==> src/rtl/wm_tracker_if.sv <==
// Change-record stream between wm_tracker and its consumer.
// The tracker drives valid/data/overflow; the consumer drives ready.
interface wm_tracker_if;
  logic        snap_valid;
  logic [39:0] snap_data;
  logic        snap_ready;
  logic        snap_ovf;

  modport master (
    output snap_valid,
    output snap_data,
    output snap_ovf,
    input  snap_ready
  );

  modport slave (
    input  snap_valid,
    input  snap_data,
    input  snap_ovf,
    output snap_ready
  );
endinterface

==> src/rtl/wm_tracker.sv <==
// Per-thread wait-mask tracker.
// - Four simple set/clear flag vectors (set wins over clear).
// - Three execution units (mul, div, fp), each granting its lowest-numbered
//   candidate thread for a fixed occupancy, queueing the others.
// - Every change of the packed status vector is recorded into a 4-deep FIFO
//   exposed as a valid/ready stream, with a sticky overflow flag.
module wm_tracker #(
  parameter int MUL_LAT = 4,
  parameter int DIV_LAT = 16,
  parameter int FP_LAT  = 6
) (
  input  logic       clk,
  input  logic       rst_l,
  input  logic [3:0] imiss_set,
  input  logic [3:0] imiss_clr,
  input  logic [3:0] other_set,
  input  logic [3:0] other_clr,
  input  logic [3:0] stb_set,
  input  logic [3:0] stb_clr,
  input  logic [3:0] ld_set,
  input  logic [3:0] ld_clr,
  input  logic       mul_req,
  input  logic       div_req,
  input  logic       fp_req,
  input  logic [1:0] mul_tid,
  input  logic [1:0] div_tid,
  input  logic [1:0] fp_tid,
  output logic [3:0] wm_imiss,
  output logic [3:0] wm_other,
  output logic [3:0] wm_stbwait,
  output logic [3:0] ldmiss,
  output logic [3:0] mul_wait,
  output logic [3:0] div_wait,
  output logic [3:0] fp_wait,
  output logic [3:0] mul_busy_e,
  output logic [3:0] div_busy_e,
  output logic [3:0] fp_busy_e,
  wm_tracker_if.master snap
);

  typedef enum logic [0:0] {
    UNIT_IDLE = 1'b0,
    UNIT_BUSY = 1'b1
  } unit_state_t;

  // Unit index 0 = mul, 1 = div, 2 = fp.
  localparam logic [2:0][4:0] UNIT_LAT = {5'(FP_LAT), 5'(DIV_LAT), 5'(MUL_LAT)};

  function automatic logic [3:0] flag_next(input logic [3:0] cur,
                                           input logic [3:0] set,
                                           input logic [3:0] clr);
    return set | (cur & ~clr);
  endfunction

  function automatic logic [3:0] tid_onehot(input logic req, input logic [1:0] tid);
    logic [3:0] v;
    if (req) begin
      v = 4'b0001 << tid;
    end else begin
      v = 4'b0000;
    end
    return v;
  endfunction

  // Isolates the lowest set bit (two's-complement trick).
  function automatic logic [3:0] lowest_one(input logic [3:0] v);
    return v & (~v + 4'd1);
  endfunction

  // ---------------------------------------------------------------------
  // Simple flags
  // ---------------------------------------------------------------------

  // Set/clear flag registers; set has priority when both pulse together.
  always_ff @(posedge clk) begin
    if (!rst_l) begin
      wm_imiss   <= 4'b0000;
      wm_other   <= 4'b0000;
      wm_stbwait <= 4'b0000;
      ldmiss     <= 4'b0000;
    end else begin
      wm_imiss   <= flag_next(wm_imiss, imiss_set, imiss_clr);
      wm_other   <= flag_next(wm_other, other_set, other_clr);
      wm_stbwait <= flag_next(wm_stbwait, stb_set, stb_clr);
      ldmiss     <= flag_next(ldmiss, ld_set, ld_clr);
    end
  end

  // ---------------------------------------------------------------------
  // Execution-unit engines
  // ---------------------------------------------------------------------
  logic [2:0]      unit_req_s;
  logic [2:0][1:0] unit_tid_s;
  logic [2:0][3:0] owner_a_s;
  logic [2:0][3:0] wait_a_s;

  assign unit_req_s = {fp_req, div_req, mul_req};
  assign unit_tid_s = {fp_tid, div_tid, mul_tid};

  for (genvar u = 0; u < 3; u++) begin : g_unit
    unit_state_t state_r;
    unit_state_t state_s;
    logic [4:0]  cnt_r;
    logic [4:0]  cnt_s;
    logic [3:0]  owner_r;
    logic [3:0]  owner_s;
    logic [3:0]  wait_r;
    logic [3:0]  wait_s;
    logic [3:0]  cand_s;
    logic [3:0]  grant_s;
    logic        free_s;

    // Next-state: grant lowest candidate when free, else count down and queue.
    always_comb begin
      state_s = state_r;
      cnt_s   = cnt_r;
      owner_s = owner_r;
      wait_s  = wait_r;
      // A request from the current owner adds nothing; one from a waiter is already in wait_r.
      cand_s  = wait_r | (tid_onehot(unit_req_s[u], unit_tid_s[u]) & ~owner_r);
      grant_s = lowest_one(cand_s);
      free_s  = 1'b1;
      case (state_r)
        UNIT_IDLE: free_s = 1'b1;
        UNIT_BUSY: free_s = (cnt_r == 5'd1);
        default:   free_s = 1'b1;
      endcase
      if (free_s) begin
        if (cand_s != 4'b0000) begin
          state_s = UNIT_BUSY;
          cnt_s   = UNIT_LAT[u];
          owner_s = grant_s;
          wait_s  = cand_s & ~grant_s;
        end else begin
          state_s = UNIT_IDLE;
          cnt_s   = 5'd0;
          owner_s = 4'b0000;
          wait_s  = 4'b0000;
        end
      end else begin
        cnt_s  = cnt_r - 5'd1;
        wait_s = cand_s;
      end
    end

    // Unit state, counter, owner and wait registers.
    always_ff @(posedge clk) begin
      if (!rst_l) begin
        state_r <= UNIT_IDLE;
        cnt_r   <= 5'd0;
        owner_r <= 4'b0000;
        wait_r  <= 4'b0000;
      end else begin
        state_r <= state_s;
        cnt_r   <= cnt_s;
        owner_r <= owner_s;
        wait_r  <= wait_s;
      end
    end

    assign owner_a_s[u] = owner_r;
    assign wait_a_s[u]  = wait_r;
  end

  assign mul_busy_e = owner_a_s[0];
  assign div_busy_e = owner_a_s[1];
  assign fp_busy_e  = owner_a_s[2];
  assign mul_wait   = wait_a_s[0];
  assign div_wait   = wait_a_s[1];
  assign fp_wait    = wait_a_s[2];

  // ---------------------------------------------------------------------
  // Change recorder and 4-entry FIFO
  // ---------------------------------------------------------------------
  logic [39:0]      vec_s;
  logic [39:0]      prev_r;
  logic [3:0][39:0] mem_r;
  logic [1:0]       wptr_r;
  logic [1:0]       rptr_r;
  logic [2:0]       count_r;
  logic             valid_r;
  logic [39:0]      head_r;
  logic             ovf_r;

  logic             push_s;
  logic             pop_s;
  logic             push_ok_s;
  logic             drop_s;
  logic [1:0]       wptr_s;
  logic [1:0]       rptr_s;
  logic [2:0]       count_s;
  logic [39:0]      head_s;

  assign vec_s = {wm_imiss, wm_other, wm_stbwait, mul_wait, div_wait, fp_wait,
                  mul_busy_e, div_busy_e, fp_busy_e, ldmiss};

  // FIFO control: accept a push when not full or when a pop frees a slot.
  always_comb begin
    push_s    = (vec_s != prev_r);
    pop_s     = valid_r & snap.snap_ready;
    push_ok_s = push_s & ((count_r != 3'd4) | pop_s);
    drop_s    = push_s & (count_r == 3'd4) & ~pop_s;
    wptr_s    = wptr_r;
    rptr_s    = rptr_r;
    count_s   = count_r;
    if (push_ok_s) begin
      wptr_s = wptr_r + 2'd1;
    end else begin
      wptr_s = wptr_r;
    end
    if (pop_s) begin
      rptr_s = rptr_r + 2'd1;
    end else begin
      rptr_s = rptr_r;
    end
    case ({push_ok_s, pop_s})
      2'b10:   count_s = count_r + 3'd1;
      2'b01:   count_s = count_r - 3'd1;
      default: count_s = count_r;
    endcase
    // The new head is the record being written whenever it lands at the next read slot.
    if (push_ok_s && (wptr_r == rptr_s)) begin
      head_s = vec_s;
    end else begin
      head_s = mem_r[rptr_s];
    end
  end

  // FIFO storage, pointers, registered head/valid and sticky overflow.
  always_ff @(posedge clk) begin
    if (!rst_l) begin
      prev_r  <= 40'h0;
      mem_r   <= {4{40'h0}};
      wptr_r  <= 2'd0;
      rptr_r  <= 2'd0;
      count_r <= 3'd0;
      valid_r <= 1'b0;
      head_r  <= 40'h0;
      ovf_r   <= 1'b0;
    end else begin
      prev_r <= vec_s;
      if (push_ok_s) begin
        mem_r[wptr_r] <= vec_s;
      end
      wptr_r  <= wptr_s;
      rptr_r  <= rptr_s;
      count_r <= count_s;
      valid_r <= (count_s != 3'd0);
      head_r  <= head_s;
      ovf_r   <= ovf_r | drop_s;
    end
  end

  assign snap.snap_valid = valid_r;
  assign snap.snap_data  = head_r;
  assign snap.snap_ovf   = ovf_r;

endmodule

==> src/flat_wrapper.sv <==
// flat-port wrapper written by rule: the top's interface ports become plain ports
module wm_tracker_flat 
#(
  parameter int MUL_LAT = 4,
  parameter int DIV_LAT = 16,
  parameter int FP_LAT  = 6
)
  (clk, rst_l, imiss_set, imiss_clr, other_set, other_clr, stb_set, stb_clr, ld_set, ld_clr, mul_req, div_req, fp_req, mul_tid, div_tid, fp_tid, wm_imiss, wm_other, wm_stbwait, ldmiss, mul_wait, div_wait, fp_wait, mul_busy_e, div_busy_e, fp_busy_e, snap_snap_valid, snap_snap_data, snap_snap_ovf, snap_snap_ready);
  wm_tracker_if snap_i ();
  input  logic clk;
  input  logic rst_l;
  input  logic [3:0] imiss_set;
  input  logic [3:0] imiss_clr;
  input  logic [3:0] other_set;
  input  logic [3:0] other_clr;
  input  logic [3:0] stb_set;
  input  logic [3:0] stb_clr;
  input  logic [3:0] ld_set;
  input  logic [3:0] ld_clr;
  input  logic mul_req;
  input  logic div_req;
  input  logic fp_req;
  input  logic [1:0] mul_tid;
  input  logic [1:0] div_tid;
  input  logic [1:0] fp_tid;
  output logic [3:0] wm_imiss;
  output logic [3:0] wm_other;
  output logic [3:0] wm_stbwait;
  output logic [3:0] ldmiss;
  output logic [3:0] mul_wait;
  output logic [3:0] div_wait;
  output logic [3:0] fp_wait;
  output logic [3:0] mul_busy_e;
  output logic [3:0] div_busy_e;
  output logic [3:0] fp_busy_e;
  output wire logic [$bits(snap_i.snap_valid)-1:0] snap_snap_valid;
  output wire logic [$bits(snap_i.snap_data)-1:0] snap_snap_data;
  output wire logic [$bits(snap_i.snap_ovf)-1:0] snap_snap_ovf;
  input wire logic [$bits(snap_i.snap_ready)-1:0] snap_snap_ready;
  assign snap_snap_valid = snap_i.snap_valid;
  assign snap_snap_data = snap_i.snap_data;
  assign snap_snap_ovf = snap_i.snap_ovf;
  assign snap_i.snap_ready = snap_snap_ready;
  wm_tracker #(.MUL_LAT(MUL_LAT), .DIV_LAT(DIV_LAT), .FP_LAT(FP_LAT)) u_core (.clk(clk), .rst_l(rst_l), .imiss_set(imiss_set), .imiss_clr(imiss_clr), .other_set(other_set), .other_clr(other_clr), .stb_set(stb_set), .stb_clr(stb_clr), .ld_set(ld_set), .ld_clr(ld_clr), .mul_req(mul_req), .div_req(div_req), .fp_req(fp_req), .mul_tid(mul_tid), .div_tid(div_tid), .fp_tid(fp_tid), .wm_imiss(wm_imiss), .wm_other(wm_other), .wm_stbwait(wm_stbwait), .ldmiss(ldmiss), .mul_wait(mul_wait), .div_wait(div_wait), .fp_wait(fp_wait), .mul_busy_e(mul_busy_e), .div_busy_e(div_busy_e), .fp_busy_e(fp_busy_e), .snap(snap_i));
endmodule
==> config.mk <==
export PLATFORM = sky130hd
export DESIGN_NAME = wm_tracker_flat
export DESIGN_NICKNAME = d
export VERILOG_FILES = /design/src/rtl/wm_tracker_if.sv /design/src/rtl/wm_tracker.sv /design/src/flat_wrapper.sv
export SDC_FILE = /design/constraint.sdc
export NUM_CORES = 1
export LEC_CHECK = 0
export CORE_ASPECT_RATIO = 0.6
export CORE_UTILIZATION = 57
export DETAILED_ROUTE_END_ITERATION = 6
export HOLD_SLACK_MARGIN = 0.1
export PLACE_DENSITY = 0.8
export SLEW_MARGIN = 10
export SYNTH_ARGS = -nofsm -noshare
export SYNTH_HDL_FRONTEND = slang
export SYNTH_SLANG_ARGS = --single-unit
==> constraint.sdc <==
create_clock -name clk -period 3 [get_ports clk]
set_input_delay 0.6 -clock clk [delete_from_list [all_inputs] [get_ports clk]]
set_output_delay 0.6 -clock clk [all_outputs]
set_load 0.02 [all_outputs]
# ---- After elaboration in Yosys (flattened, before gate mapping)
# Index checks and enable logic that the tools add are counted.
dict set report totals {
  register_bits 307
  latch_bits 0
  mem_bits_rw 0
  rom_bits 0
  inputBits 44
  out_inout_bits 82
  n_memories 0
}
dict set report classes {
  addsub 10
  mul 0
  div_mod_pow 0
  n_lt_le_gt_ge 3
  eq_ne 9
  shift 3
  n_mux 32
  bitwise_logic 43
  reduce_logical 6
}
# op count
set ops {}
lappend ops {{bitwise mux 160 bit} 1}
lappend ops {{2-to-1 mux 40 bit} 3}
lappend ops {{binary-select mux 40 bit (select 2 bit)} 1}
lappend ops {{demux 40 bit (select 2 bit)} 1}
lappend ops {{AND 4 bit} 13}
lappend ops {{NOT 4 bit} 13}
lappend ops {{2-to-1 mux 4 bit} 12}
lappend ops {{inequality test 40 bit} 1}
lappend ops {{OR 4 bit} 7}
lappend ops {{2-to-1 mux 5 bit} 4}
lappend ops {{== test 5 x 1 -> 1 bit, second input constant} 3}
lappend ops {{subtractor 5 x 1 -> 5 bit, second input constant} 3}
lappend ops {{adder 4 x 1 -> 4 bit, second input constant} 3}
lappend ops {{nonzero test 4 bit} 3}
lappend ops {{left shift 1 x 2 -> 4 bit, first input constant} 3}
lappend ops {{less-than comparator 2 x 3 -> 1 bit, second input constant} 2}
lappend ops {{2-to-1 mux 3 bit} 2}
lappend ops {{one-hot mux 1 bit (2 select lines)} 3}
lappend ops {{one-hot mux 3 bit (2 select lines)} 1}
lappend ops {{adder 2 x 1 -> 2 bit, second input constant} 2}
lappend ops {{AND 1 bit} 4}
lappend ops {{NOT 1 bit} 4}
lappend ops {{adder 3 x 1 -> 3 bit, second input constant} 1}
lappend ops {{== test 3 bit, second input constant} 1}
lappend ops {{11 further kinds} 15}

# ---- Longest topological paths before layout
# Gate-level depths: netlist of run 1.
dict set report depth {
  depth_word 11
  mapped_depth 11
  depth_no_buf 10
}

# ---- Worst setup path after synthesis of run 1
# Ideal clock, no wire load.
dict set report synth_path {
  kind {register to register}
  start {reg u_core.g_unit[2].owner_r[3], in the netlist u_core.fp_busy_e[3]}
  end {reg u_core.valid_r, in the netlist u_core.snap.snap_valid}
  t_arrival_ns 2.423
  setup_slack_ns 0.450
  stages_incl_launch_ff 11
  period_less_slack_ns 2.550
  cell_sequence {dfxtp_1 -> clkbuf_1 -> xnor2_1 -> nand4_1 -> nor4_4 -> nand3_1 -> nor2_1 -> fa_1 -> nand2_1 -> mux2i_1 -> or3_1}
}
dict set report synth_between {
  elab_chain_len 5
}
# element line
set synth_rtl {}
lappend synth_rtl {{from (decl)} wm_tracker.sv:105} ;# logic [3:0] owner_r;
lappend synth_rtl {{from (signal assigned)} wm_tracker.sv:156} ;# owner_r <= owner_s;
lappend synth_rtl {{inequality test 40 bit *} wm_tracker.sv:199} ;# push_s = (vec_s != prev_r);
lappend synth_rtl {{AND 1 bit *} wm_tracker.sv:201} ;# push_ok_s = push_s & ((count_r != 3'd4) | pop_s);
lappend synth_rtl {{== test 2 x 1 -> 1 bit / == test 2 bit (equally long branches)} wm_tracker.sv:216} ;# case ({push_ok_s, pop_s})
lappend synth_rtl {{one-hot mux 3 bit (2 select lines) *} wm_tracker.sv:216}
lappend synth_rtl {{nonzero test 3 bit *} wm_tracker.sv:248} ;# valid_r <= (count_s != 3'd0);
lappend synth_rtl {{to (signal assigned)} wm_tracker.sv:248}
lappend synth_rtl {{to (decl)} wm_tracker.sv:181} ;# logic valid_r;
# Every way passes the cells marked *; elsewhere a longest branch is shown, timed or not.
# A chain may end at the register's enable or synchronous reset.

# ---- Worst setup path in the final report of run 1
dict set report layout_path {
  start {reg u_core.g_unit[0].wait_r[1], in the netlist u_core.mul_wait[1]}
  end {reg u_core.valid_r, in the netlist u_core.snap.snap_valid}
}
dict set report layout_between {
  elab_chain_len 5
}
# element line
set layout_rtl {}
lappend layout_rtl {{from (decl)} wm_tracker.sv:107} ;# logic [3:0] wait_r;
lappend layout_rtl {{from (signal assigned)} wm_tracker.sv:157} ;# wait_r <= wait_s;
lappend layout_rtl {{inequality test 40 bit *} wm_tracker.sv:199}
lappend layout_rtl {{AND 1 bit *} wm_tracker.sv:201}
lappend layout_rtl {{== test 2 x 1 -> 1 bit / == test 2 bit (equally long branches)} wm_tracker.sv:216}
lappend layout_rtl {{one-hot mux 3 bit (2 select lines) *} wm_tracker.sv:216}
lappend layout_rtl {{nonzero test 3 bit *} wm_tracker.sv:248}
# Marks and branches as above.

==> results of run 1 <==
-- area by class of cell --
class                   instances  area (um2)  area share (%)
multi-input cells             776        6180            39.7
repair buffers                188        1880            12.1
clock buffers                  40         795            5.11
well taps                     286         358            2.30
clock inverters                 8         128           0.821
inverters                      20        75.1           0.483
flip-flops and latches        307        6150            39.5
-- synth_stat cells, types with 17 or more instances --
library cell  number  area share (%)
dfxtp_1          307              48
nor2b_1          189             9.2
mux2i_1          164              13
nand2_1          110             3.2
clkbuf_1          49             1.4
xnor2_1           46             3.1
and2_1            44             2.1
mux4_2            40             7.0
nor2_1            38             1.1
buf_2             35             1.4
a21boi_0          31             1.8
inv_1             20            0.58
buf_4             17            0.99
-- worst reg2reg max path, delay by kind of cell, from the launching register on --
family | cells | cell delay [ns]
DFF | 1 | 0.32
and+or+nand+nor | 6 | 1.45
adders and majority gates | 1 | 0.44
muxes | 1 | 0.08
xor gates and xnor gates | 1 | 0.29
-- placed cells by master (no fill, tap or decap), drive strengths merged, types with 7 or more instances in the layout --
cell type / n
a21boi: 41
a21oi: 7
and2: 44
buf: 64
clkbuf: 40
clkdlybuf4s50: 124
dfxtp: 307
ha: 10
inv: 21
mux2i: 165
mux4: 40
nand2: 110
nand3: 7
nand4: 10
nor2: 38
nor2b: 189
o21a: 16
xnor2: 49
-- routing by layer --
layer	vias up	share of wire (%)	global-route usage, %
met5	-	0	0
met4	0	1.4	4.64
met3	38	6.2	3.74
met2	259	41	37.1
met1	4254	51	40.6
li1	4242	-	-
-- per-stage QoR --
| step | total power [uW] | setup WS (ns) | instance area, um2 | utilization [%] |
|---|---|---|---|---|
| 2_1_floorplan | 6530 | 0.450 | 12900 | - |
| 3_3_place_gp | 7540 | 0.242 | 14600 | 66.3 |
| 3_5_place_dp | 7600 | 0.208 | 14600 | 66.3 |
| 4_1_cts | 11200 | 0.295 | 15600 | 70.5 |
| 5_1_grt | 11500 | 0.110 | 15600 | 70.5 |
| 6_report | 11100 | 0.306 | 15600 | 70.5 |
-- worst paths after layout --
| kind | from | slack (ns) | end | cells after the start |
|---|---|---|---|---|
| hold reg to reg | u_core.g_unit[2].cnt_r[0] | 0.47 | u_core.g_unit[2].cnt_r[0] | 1 |
| setup / recovery | u_core.mul_wait[1] | 0.31 | u_core.snap.snap_valid | 9 |
| hold / removal | u_core.g_unit[2].cnt_r[0] | 0.47 | u_core.g_unit[2].cnt_r[0] | 1 |
| setup reg to reg | u_core.mul_wait[1] | 0.31 | u_core.snap.snap_valid | 9 |
-- registers in the layout (all words and copies together) (netlist names), 15 cells and up --
register / count
u_core.prev_r: 40
u_core.g_unit.cnt_r: 15
u_core.snap.snap_data: 40
u_core.mem_r: 160
-- kinds of logic after synthesis --
kind of cell,count (synthesis)
adder cells (fa/ha/maj),11
multiplexers,205
AND/OR/NAND/NOR,414
XOR/XNOR,54
buffers and inverters,125
AO/OA/AOI/OAI,92
flip-flops,307
-- report_power, final --
part / internal [uW] / total (uW) / switching [uW]
clock network: 2090 / 3590 / 1500
logic: 1320 / 2960 / 1640
registers: 4350 / 4560 / 206
total: 7770 / 11100 / 3340
==> flow_summary_export.csv, run 1 <==
group,metric,value,unit
critical_path,cp.required,3.42,ns
clocking,tritoncts,"done",
drt,detail_route.wirelength,29.3,mm
drt,drcViolationCount,0,
cells_and_area,count_of_filler_cells_inserted_in_the_layout,1636,
clocking,number_of_clock_sinks_seen_by_cts,307,
cells_and_area,layout-drive-gt1-share,12.2,%
job,drv_cap,0,
place,placement.io_buffers,125,
clocking,ctsLongestPathBuffers,3,
place,place.detailed.instances,1577,
die,core_area,22100,um2
synthesis,synth_sequential_area_ratio,47.8,%
grt,wire_length_of_the_first_global_routing_pass,47.3,mm
critical_path,critPathBufInv,0,
synthesis,yosysUniqueCellTypes,43,
critical_path,timing_worst_setup_path_type,"register to register",
synthesis,fraction_of_registers_with_async_set_or_reset_after_synthesis,0,%
power_and_ir_drop,cellPowerDensity,714,nW/um2
synthesis,commonest_register_cell_after_synthesis,"dfxtp_1",
timing,timing_max_transition_violations_final,0,
timing,timing.slew.headroom,53.0,%
drt,routed-via-count,8793,
synthesis,main_combinational_cell_family_by_area_after_synthesis,"multiplexers",
synthesis,synthMuxAreaShare,19.9,%
timing,final.setup_skew,0.00956,ns
drt,via_per_inst,5.41,
die,fp.dieArea,23200,um2
drt,detail_route.first_pass.iterations,5,
die,die_height,118,um
drt,drt-initial-drc-count,571,
clocking,ctsRootBufferMaster,"clkbuf_16",
clocking,postCtsSetupRepairBufs,0,
die,std_cell_rows,42,
timing,final.min_clock_period,2.69,ns
synthesis,synth_xor_xnor_area_share,3.85,%
synthesis,synth-simple-area-share,17.4,%
timing,fmax,0.371,GHz
grt,gr-usage-all-layers,25.7,%
min_path,hold_path_class,"register to register",
synthesis,yosys.area_share.adder,1.13,%
clocking,clk_pin_slew_worst_paths,0.07,ns
timing,final.hold.worst_slack,0.467,ns
timing,finalSetupViolations,0,
drt,wl_per_cell,18.1,um
synthesis,ys.warnings.count,0,
synthesis,synth_compound_gate_area_share,5.28,%
timing,timing.final.crit_share,89.8,%
status,status,"completed",
cells_and_area,final_net_count,1375,
grt,grt_overflow_total,0,
clocking,clk_latency,0.53,ns
critical_path,path_delay_family,"simple AND/OR/NAND/NOR gates",
synthesis,post_synth.cell_area_avg,10.6,um2
cells_and_area,n_antenna_cell,0,
grt,grt_pass1_vias,8511,
clocking,post_cts_hold_buffer_count,0,
power_and_ir_drop,leakagePower,0.00643,uW
clocking,cts_made_buffers,27,
clocking,h-tree-depth,1,
critical_path,timing.critical_path.cells,"xnor2_1 -> nand4_1 -> nor4_4 -> nand3_1 -> nor2_1 -> fa_1 -> nand2_1 -> mux2i_1 -> or3_1",
cells_and_area,syn2layout_area_growth,20.9,%
timing,rsz_0062_raised_after_global_routing,"false",
critical_path,worstSetupStartpointType,"register",
drt,postRouteAntennaNets,0,
die,fp.dieW,196,um
synthesis,synth-seq-cells,307,
critical_path,worst-endpoint-arrival,3.11,ns
synthesis,synth_edf_count,0,
die,initial_standard_cell_utilization_of_the_core,58.3,%
die,ios,126,
synthesis,syn-num-nets,1263,
synthesis,synthesis.area,12900,um2
timing,hold_violations,0,
critical_path,crit_fanout,3,
clocking,postCtsResizedCells,0,
grt,grt_max_degree,79,
critical_path,timing.critical_path.slowest_cell_delay,0.44,ns
cells_and_area,layout.cells.non_filler,1625,
timing,timing_worst_slew_pin_value,0.696,ns
synthesis,synthCells,1208,
place,final_estimated_routing_congestion_in_global_placement,0.874,
critical_path,cp_slowest_cell,"fa_1",
critical_path,cp-end-kind,"register",
timing,totalNegativeSetupSlack,0,ns
power_and_ir_drop,worst_ir_drop_vdd,0.000513,V
grt,grt_antenna_before_repair,0,
place,dpl_hpwl,19.6,mm
Power figures use the tool's default switching activity.
==> run 2, diff against run 1 <==
clock period = 2.9 ns   (was 3 ns; I/O delays follow)
==> run 2 against run 1 <==
  * Sequential share of layout area is 0.11 points higher
  * Highest routed layer unchanged
  * Final cell count is 0.12% higher
  * Via count is 0.25% higher
  * Critical endpoint is now u_core.mem_r[31]
==> flow_summary_export.csv, run 2 (synthesized netlist as in run 1, its figures left out) <==
group,metric,value,unit
critical_path,cp-end-kind,"register",
status,status,"completed",
place,instance_area_after_placement,14700,um2
timing,timing.final.crit_share,92.2,%
timing,timing.slew.headroom,49.7,%
cells_and_area,final_net_count,1378,
drt,postRouteAntennaNets,0,
cells_and_area,final_design_area_no_fill,15500,um2
cells_and_area,seqCellArea,6150,um2
power_and_ir_drop,total_power,11300,uW
clocking,postCtsResizedCells,0,
power_and_ir_drop,clock_power_share,30.2,%
place,dpl_hpwl,19.7,mm
cells_and_area,layout-drive-gt1-share,12.2,%
cells_and_area,count_of_filler_cells_inserted_in_the_layout,1598,
clocking,postCtsSetupRepairBufs,0,
critical_path,cp.required,3.32,ns
place,placement.io_buffers,125,
power_and_ir_drop,cellPowerDensity,728,nW/um2
clocking,ctsLongestPathBuffers,3,
power_and_ir_drop,internal-power,7840,uW
power_and_ir_drop,combinationalPowerShare,28.1,%
cells_and_area,utilization,70.3,%
critical_path,cp_slowest_cell,"buf_4",
die,ios,126,
die,initial_standard_cell_utilization_of_the_core,58.3,%
cells_and_area,multiInputGateArea,6180,um2
critical_path,worstSetupStartpointType,"register",
timing,final.setup_skew,0.00993,ns
power_and_ir_drop,seqPwrFrac,41.7,%
die,core_area,22100,um2
clocking,cts_made_buffers,27,
grt,grt_antenna_before_repair,0,
drt,drcViolationCount,0,
timing,totalNegativeSetupSlack,0,ns
grt,grt_max_degree,80,
critical_path,path_common_cell,"buf_4",
cells_and_area,n_antenna_cell,0,
job,drv_cap,0,
cells_and_area,mostFrequentLayoutCell,"dfxtp_1",
timing,hold_violations,0,
place,place.detailed.instances,1580,
grt,grt_overflow_total,0,
die,fp.dieArea,23200,um2
cells_and_area,syn2layout_area_growth,20.6,%
cells_and_area,layout.cells.non_filler,1627,
power_and_ir_drop,sw_frac_of_total,30.5,%
clocking,h-tree-depth,1,
cells_and_area,final_cell_mix,"dfxtp_1 (307), nor2b_1 (189), mux2i_1 (164), clkdlybuf4s50_1 (124), nand2_1 (106)",
grt,grt_pass1_vias,8708,
cells_and_area,flip_flop_count_of_the_largest_register_after_layout,160,
power_and_ir_drop,worst_ir_drop_vdd,0.000616,V
clocking,clk_pin_slew_worst_paths,0.07,ns
drt,drt-initial-drc-count,716,
grt,groute.layer.met2.usage,39.7,%
grt,gr-max-usage-layer,"met2",
timing,finalSetupViolations,0,
critical_path,worst-endpoint-arrival,3.09,ns
place,final_estimated_routing_congestion_in_global_placement,0.854,
critical_path,timing.critical_path.slowest_cell_delay,0.42,ns
grt,wire_length_of_the_first_global_routing_pass,47.8,mm
drt,detail_route.first_pass.iterations,4,
cells_and_area,largest-register,"u_core.mem_r",
min_path,hold_path_class,"register to register",
die,std_cell_rows,42,
clocking,number_of_clock_sinks_seen_by_cts,307,
drt,detail_route.wirelength,29.7,mm
critical_path,timing_worst_setup_path_type,"register to register",
die,die_height,118,um
timing,final.min_clock_period,2.67,ns
timing,rsz_0062_raised_after_global_routing,"false",
power_and_ir_drop,power.switching,3440,uW
clocking,ctsRootBufferMaster,"clkbuf_16",
die,fp.dieW,196,um
clocking,post_cts_hold_buffer_count,0,
timing,timing_worst_slew_pin_value,0.745,ns
critical_path,crit_fanout,24,
grt,grt_use_met3,4.02,%
timing,timing_max_transition_violations_final,0,
power_and_ir_drop,leakagePower,0.00643,uW
clocking,clk_latency,0.53,ns
clocking,tritoncts,"done",
drt,via_per_inst,5.42,
drt,wl_per_cell,18.3,um
grt,gr-usage-all-layers,26.1,%
grt,grtUsageMet1,39.6,%
timing,fmax,0.374,GHz
drt,routed-via-count,8815,
critical_path,timing.critical_path.cells,"xnor2_1 -> nand4_1 -> nor4_4 -> buf_4 -> a31oi_4 -> buf_4 -> nand2_2 -> buf_4 -> mux2i_1 -> nor2b_1",
-- run 2: cell types whose count changed in the layout (fill, tap and decap cells not counted) --
cell,change
clkinv_2,+3
clkbuf_1,+2
clkinvlp_4,-2
bufinv_16,-3
buf_4,+1
buf_12,+2
clkinv_4,-1
-- run 2: routing by layer --
| metal | vias up | routed length [um] |
|---|---|---|
| met2 | 250 | 13000 |
| met4 | 0 | 380 |
| met1 | 4294 | 14600 |
| met5 | - | 0 |
| li1 | 4240 | - |
| met3 | 31 | 1760 |
-- run 2: per-stage QoR --
step / setup slack [ns] / hold WS (ns)
floorplan: 0.350 / 0.429
global placement: 0.258 / 0.443
detailed placement: 0.174 / 0.450
CTS: 0.241 / 0.465
global route: 0.0744 / 0.495
finish: 0.227 / 0.459
-- run 2: final cells by class --
| cell class | count | area share (%) |
|---|---|---|
| Timing Repair Buffer | 191 | 12.4 |
| Clock buffer | 42 | 5.17 |
| Multi-Input combinational cell | 776 | 39.8 |
| Sequential cell | 307 | 39.6 |
| Clock inverter | 5 | 0.186 |
| Tap cell | 286 | 2.31 |
| Inverter | 20 | 0.484 |
-- run 2: power by group through the flow --
stage               clock, uW  sequential [uW]  combinational (uW)
finish                   3410             4700                3180
global route             3660             4730                3380
CTS                      3460             4700                3180
detailed placement          0             4790                3170
global placement            0             4780                3110
floorplan                   0             4850                1900
-- run 2: critical path, delay by kind of cell, from the launching register on --
family	cells	cell delay [ns]
AO/OA/AOI/OAI	1	0.08
XOR/XNOR	1	0.39
buffers and inverters	3	0.78
flip-flops	1	0.33
multiplexers	1	0.27
AND/OR/NAND/NOR	4	0.70
-- run 2: worst paths after layout --
kind,from,slack [ns],depth (start not counted),endpoint
setup reg to reg,u_core.wm_stbwait[3],0.23,10,u_core.mem_r[31]
setup / recovery,u_core.wm_stbwait[3],0.23,10,u_core.mem_r[31]
hold reg to reg,u_core.g_unit[1].cnt_r[0],0.46,1,u_core.g_unit[1].cnt_r[0]
hold / removal,u_core.g_unit[1].cnt_r[0],0.46,1,u_core.g_unit[1].cnt_r[0]
